**config.mk**
```make
export PLATFORM = sky130hd
export DESIGN_NAME = mult_row_sequencer
export DESIGN_NICKNAME = d
export VERILOG_FILES = /design/src/rtl/mult_seq_pkg.sv /design/src/rtl/mult_row_sequencer_argmax.sv /design/src/rtl/mult_row_sequencer.sv
export SDC_FILE = /design/constraint.sdc
export NUM_CORES = 1
export LEC_CHECK = 0
export BUFFER_PORTS_ARGS = -buffer_cell sky130_fd_sc_hd__clkbuf_2
export CAP_MARGIN = 15
export CORE_MARGIN = 4
export CORE_UTILIZATION = 40
export CTS_CLUSTER_DIAMETER = 120
export CTS_CLUSTER_SIZE = 28
export DETAILED_ROUTE_END_ITERATION = 12
export PLACE_DENSITY = 0.65
export SKIP_LAST_GASP = 1
export SLEW_MARGIN = 20
export SYNTH_ARGS = -nofsm -noshare
export SYNTH_HDL_FRONTEND = slang
export SYNTH_HIERARCHICAL = 1
export SYNTH_SLANG_ARGS = --single-unit
```
**constraint.sdc**
```tcl
create_clock -name clk -period 2.3 [get_ports clk]
set_input_delay 0.23 -clock clk [delete_from_list [all_inputs] [get_ports clk]]
set_output_delay 0.23 -clock clk [all_outputs]
set_load 0.005 [all_outputs]
```
**src/rtl/mult_seq_pkg.sv**
```systemverilog
// Shared types and constants for the row multiplier sequencer.
package mult_seq_pkg;

  localparam int NUM_ROWS = 10;
  localparam int ROW_W    = 4;
  localparam int RES_W    = 32;
  localparam int TIMEOUT  = 1023;
  localparam int TMR_W    = $clog2(TIMEOUT + 1);

  typedef enum logic [2:0] {
    IDLE,
    ISSUE,
    WAIT,
    CAPTURE,
    DONE,
    ERR
  } seq_state_t;

  typedef logic [ROW_W-1:0]        row_idx_t;
  typedef logic signed [RES_W-1:0] row_res_t;
  typedef logic [TMR_W-1:0]        tmr_t;

  localparam row_idx_t LAST_ROW = row_idx_t'(NUM_ROWS - 1);

endpackage

```
**src/rtl/mult_row_sequencer_argmax.sv**
```systemverilog
// Signed running maximum with the index of the row that produced it.
module argmax_tracker
  import mult_seq_pkg::*;
(
  input  logic                    clk,
  input  logic                    n_rst,
  input  logic                    clear,
  input  logic                    update,
  input  logic                    first,
  input  logic [ROW_W-1:0]        idx,
  input  logic signed [RES_W-1:0] value,
  output logic signed [RES_W-1:0] max_value,
  output logic [ROW_W-1:0]        class_out
);

  // First sample always loads; later samples replace only on strictly greater, so ties keep the lower row.
  always_ff @(posedge clk or negedge n_rst) begin
    if (!n_rst) begin
      max_value <= '0;
      class_out <= '0;
    end else if (clear) begin
      max_value <= '0;
    end else if (update && (first || (value > max_value))) begin
      max_value <= value;
      class_out <= idx;
    end
  end

endmodule

```
**src/rtl/mult_row_sequencer.sv**
```systemverilog
// Runs the row multiplier over every output row, writes each result and tracks the argmax.
//
// state   | meaning
// IDLE    | waiting for start
// ISSUE   | one-cycle begin pulse for the current row, timer loaded
// WAIT    | waiting for a done_row rising edge, timer counting down
// CAPTURE | write result, update argmax, advance row
// DONE    | all rows captured, classification valid
// ERR     | multiplier never answered; held until start/abort
module mult_row_sequencer
  import mult_seq_pkg::*;
(
  input  logic             clk,
  input  logic             n_rst,
  input  logic             start,
  input  logic             abort,
  output logic             mult_begin,
  output logic [ROW_W-1:0] mult_row_select,
  input  logic             mult_done_row,
  input  logic [RES_W-1:0] mult_row_result,
  input  logic             mult_overflow,
  output logic             res_w_ena,
  output logic [ROW_W-1:0] res_w_addr,
  output logic [RES_W-1:0] res_w_data,
  output logic             busy,
  output logic             done,
  output logic             class_valid,
  output logic [ROW_W-1:0] class_out,
  output logic [RES_W-1:0] max_value,
  output logic             any_overflow
  ,output logic            timeout_err
);

  seq_state_t state, state_nxt;
  row_idx_t   row;
  tmr_t       timer;
  row_res_t   lat_res;
  logic       lat_ovf;
  logic       done_prev;
  logic       first_row;
  logic       any_ovf_q;
  logic       done_q;
  logic       row_edge;
  logic       start_ok;
  logic       capture_ok;

  assign row_edge   = mult_done_row & ~done_prev;
  assign start_ok   = start & ~abort & ((state == IDLE) || (state == DONE) || (state == ERR));
  assign capture_ok = (state == CAPTURE) & ~abort;

  // Next-state decode; abort outranks every other transition.
  always_comb begin
    state_nxt = state;
    if (abort) begin
      state_nxt = IDLE;
    end else begin
      case (state)
        IDLE, DONE, ERR: if (start) state_nxt = ISSUE;
        ISSUE:           state_nxt = WAIT;
        WAIT: begin
          if (row_edge)            state_nxt = CAPTURE;
          else if (timer == '0)    state_nxt = ERR;
        end
        CAPTURE:         state_nxt = (row == LAST_ROW) ? DONE : ISSUE;
        default:         state_nxt = IDLE;
      endcase
    end
  end

  // State register.
  always_ff @(posedge clk or negedge n_rst) begin
    if (!n_rst) state <= IDLE;
    else        state <= state_nxt;
  end

  // Row counter, timeout down-counter, result latch and per-run flags.
  always_ff @(posedge clk or negedge n_rst) begin
    if (!n_rst) begin
      row       <= '0;
      timer     <= '0;
      lat_res   <= '0;
      lat_ovf   <= 1'b0;
      done_prev <= 1'b0;
      first_row <= 1'b0;
      any_ovf_q <= 1'b0;
      done_q    <= 1'b0;
    end else begin
      done_prev <= mult_done_row;
      done_q    <= 1'b0;
      if (abort) begin
        row <= '0;
      end else begin
        case (state)
          IDLE, DONE, ERR: begin
            if (start) begin
              row       <= '0;
              any_ovf_q <= 1'b0;
              first_row <= 1'b1;
            end
          end
          ISSUE: timer <= tmr_t'(TIMEOUT);
          WAIT: begin
            if (row_edge) begin
              lat_res <= mult_row_result;
              lat_ovf <= mult_overflow;
            end else if (timer != '0) begin
              timer <= timer - 1'b1;
            end
          end
          CAPTURE: begin
            any_ovf_q <= any_ovf_q | lat_ovf;
            first_row <= 1'b0;
            if (row == LAST_ROW) done_q <= 1'b1;
            else                 row    <= row + 1'b1;
          end
          default: ;
        endcase
      end
    end
  end

  argmax_tracker u_argmax (
    .clk       (clk),
    .n_rst     (n_rst),
    .clear     (start_ok),
    .update    (capture_ok),
    .first     (first_row),
    .idx       (row),
    .value     (lat_res),
    .max_value (max_value),
    .class_out (class_out)
  );

  assign mult_begin      = (state == ISSUE);
  assign mult_row_select = row;
  assign res_w_ena       = (state == CAPTURE);
  assign res_w_addr      = row;
  assign res_w_data      = lat_res;
  assign busy            = (state == ISSUE) || (state == WAIT) || (state == CAPTURE);
  assign done            = done_q;
  assign class_valid     = (state == DONE);
  assign any_overflow    = any_ovf_q;
  assign timeout_err     = (state == ERR);

endmodule

```
==> summary.md <==
| Metric | Value |
|---|---|
| Status | `complete, but fails checks` |
| Failing checks | `setup timing` |
| CP most frequent cell | `buf_4` |
| EDFF count, synth | `0` |
| Most frequent cell after synthesis | `dfrtp_1` |
| CTS clk-pin slew, worst paths | `0.06 ns` |
| Row cnt | `40` |
| H-Tree Level Count | `3` |
| RSZ-0062 raised after global routing | `true` |
| Post-Synthesis Cells | `474` |
| CP Cell Sequence | `ha_1 > nand4_1 > nor4_2 > buf_4 > nand3_4 > a32oi_2 > buf_4 > a31oi_4 > mux2_4` |
| Vias in the first global route | `4160` |
| Area delta synth->final | `33.9%` |
| Final Power | `8.27 mW` |
| Initial antenna violation count | `0` |
| CP max stage delay | `0.39 ns` |
| WL final | `12.4 mm` |
| DR WL/cell | `15.0 um` |
| Post-synth top cells | `90 x dfrtp_1, 67 x nand2b_1, 39 x inv_1, 39 x mux2_2, 37 x mux2i_1` |
| First-pass GRT wire length | `20.6 mm` |
| RD Place Congestion | `0.855` |
| Minimum clock period | `2.43 ns` |
| Cell Pwr Density | `1230 nW/um2` |
| Share of cells above drive strength 1 | `39.2%` |
| Fin nets | `727` |
| Critical path launch point type | `register` |
| Crit path max fanout | `4` |
| Dpl cells | `805` |
| Met3 usage in global routing | `3.02%` |
| Post-synth top area cell | `dfrtp_1` |
| Predominant post-synthesis flop cell | `dfrtp_1` |
| Fin cells | `826` |
| Die H | `120 um` |
| I/O Buffers | `120` |
| Die ar. | `14400 um2` |
| Residual DRC | `0` |
| HPWL after DPL | `9.35 mm` |
| Slowest CP cell | `dfrtp_1` |
| Largest net degree at the start of global routing | `53` |
| Slew HR | `53.0%` |
| Worst min path class | `in2reg` |
| Root Driver | `clkbuf_16` |
| Largest family of logic cells by synthesized area | `simple AND/OR/NAND/NOR gates` |
| Crit. End Element | `register` |
| CTS tree | `built` |
| M2 GR Usage | `30.2%` |
| Final TNS setup | `-0.662 ns` |
| Register area share after synthesis | `44.8%` |
| Worst-Margin Slew | `0.705 ns` |
| Layer with the highest usage | `met2` |
| Synth top area share | `44.8%` |
| Critical path class | `reg2reg` |
| Synthesized flop and latch total | `90` |
| Synthesized area | `5030 um2` |
| Final Cycle Share | `106%` |
| Clk_skew | `0.00760 ns` |
| Clock latency on the worst-skew pair | `0.34 ns` |
| Post-Synth Adder-Cell Area | `8.71%` |
| Peak Freq | `411 MHz` |
| Total core area | `12200 um2` |
| Num CTS Buffers | `9` |
| CTS max path bufs | `2` |
| Synth Area in Compound Gates | `5.70%` |
| Worst VDD drop | `0.521 mV` |
| Top Ports | `121` |
| Ant. Diodes | `0` |
| Met1 Track Usage GR | `23.1%` |
| Arrival @ worst endpoint | `2.66 ns` |
| Mux cell area share after synthesis | `16.1%` |
| Die Width | `120 um` |
| Ys Warns | `6` |
| Initial DRC Count | `168` |
| Syn avg cell area | `10.6 um2` |
| Syn nets | `547` |
| Synth cell types | `46` |
| Crit path required time | `2.53 ns` |
| Leak | `3.20 nW` |
| Max-Cap Viols | `0` |
| Simple-gate share of the synthesized area | `18.9%` |
| Gr usage total | `17.9%` |
| Antenna-violating nets left | `0` |
| Fin. Hold Viols | `0` |
| Clock sinks | `90` |
| Slew Limit Fails | `0` |
| Initial Util | `41.3%` |
| Vias per Instance | `4.86` |
| Synth area leaders | `dfrtp_1 45%, mux2_2 8.7%, ha_1 8.7%, nand2b_1 8.3%, mux2i_1 7.4%` |
| Overall via count from detail_route | `4014` |
| Setup ws final | `-0.135 ns` |
| Total grt overflow | `0` |
| Post-synthesis xor/xnor area fraction | `0.348%` |
| Drt first pass iters | `4` |
| Final Setup Violations | `16` |
| Async set or reset register ratio after synthesis | `100%` |
==> area by class of cell <==
cell class,instances,area (um2)
Fill cell,1076,5430
Multi-Input combinational cell,321,2620
Sequential cell,90,2250
Timing Repair Buffer,193,1220
Clock buffer,12,246
Tap cell,168,210
Inverter,39,146
Clock inverter,3,40.0
==> registers in the layout, indices dropped and copies added (netlist names) <==
signal	flops
done_prev	1
lat_ovf	1
done	1
any_overflow	1
state	3
first_row	1
timer	10
u_argmax/max_value	32
u_argmax/class_out	4
mult_row_select	4
res_w_data	32
==> logic make-up (layout without fill, tap and decap cells) <==
family,Yosys count,in the layout
DFF,90,90
muxes,76,76
adders and majority gates,35,35
xor gates and xnor gates,2,2
buffers and inverters,63,247
AOI/OAI and AO/OA,45,45
and+or+nand+nor,163,163
==> cells in the final DEF (no fill, tap or decap), types with 3 or more instances in the layout <==
master	n
a21o_1	4
a21oi_1	19
and2_1	9
buf_12	5
buf_4	67
clkbuf_16	9
clkbuf_2	119
dfrtp_1	90
ha_1	32
ha_4	3
inv_1	39
mux2_2	35
mux2_4	4
mux2i_1	37
nand2_1	17
nand2b_1	67
nand3_1	8
nand4_1	8
nor2_1	19
nor2b_1	4
nor3_1	4
nor4_1	4
o21ai_0	3
or3_1	3
or4_1	4
==> power breakdown <==
| part | internal, mW | switching, mW | total, mW | leakage (nW) |
|---|---|---|---|---|
| logic | 2.23 | 2.06 | 4.30 | 1.90 |
| clock network | 0.864 | 0.610 | 1.47 | 0.142 |
| registers | 2.12 | 0.385 | 2.50 | 1.16 |
| total | 5.21 | 3.06 | 8.27 | 3.20 |
==> stage by stage <==
| step | utilization, % | worst slack [ns] | cell area (um2) | hold WS (ns) |
|---|---|---|---|---|
| 6_report | 55.4 | -0.135 | 6730 | 0.117 |
| 5_1_grt | 55.4 | -0.291 | 6730 | 0.112 |
| 4_1_cts | 54.8 | -0.148 | 6670 | 0.0994 |
| 3_3_place_gp | 51.8 | -0.113 | 6300 | 0.320 |
| 2_1_floorplan | - | 0.0154 | 5030 | -0.0656 |
| 3_5_place_dp | 51.8 | -0.206 | 6300 | 0.326 |
==> critical path, delay by kind of cell, from the launching register on <==
| family | cells | cell delay [ns] |
|---|---|---|
| compound gates | 2 | 0.41 |
| fa+ha+maj | 1 | 0.29 |
| buf+inv | 2 | 0.34 |
| mux | 1 | 0.32 |
| simple gates | 3 | 0.56 |
| flops | 1 | 0.39 |
==> what timing repair did <==
item                       CTS  global route
pin swaps                   10             4
setup endpoints to repair   36            36
setup buffers                1             3
hold endpoints to repair    52             0
resized for setup           10             6
hold buffers                 2             0
==> worst paths after layout <==
kind / depth (start not counted) / slack, ns / to / from
min reg2reg: 2 / 0.50 / any_overflow$_DFFE_PN0P_ / any_overflow$_DFFE_PN0P_
max in group asynchronous: 3 / 1.16 / res_w_data[22]$_DFFE_PN0P_ / n_rst
min in group asynchronous: 2 / 0.48 / res_w_data[30]$_DFFE_PN0P_ / n_rst
min: 2 / 0.12 / res_w_data[31]$_DFFE_PN0P_ / mult_row_result[31]
max: 9 / -0.13 / u_argmax/class_out[3]$_DFFE_PN0P_ / res_w_data[24]$_DFFE_PN0P_
max reg2reg: 9 / -0.13 / u_argmax/class_out[3]$_DFFE_PN0P_ / res_w_data[24]$_DFFE_PN0P_
==> layer usage <==
metal  part of all wire (%)  routed length (um)
met1                     46                5700
met2                     48                5980
met3                    4.2                 517
met4                    1.7                 215
met5                      0                   0
No activity file was read; power rests on OpenSTA's default activity.
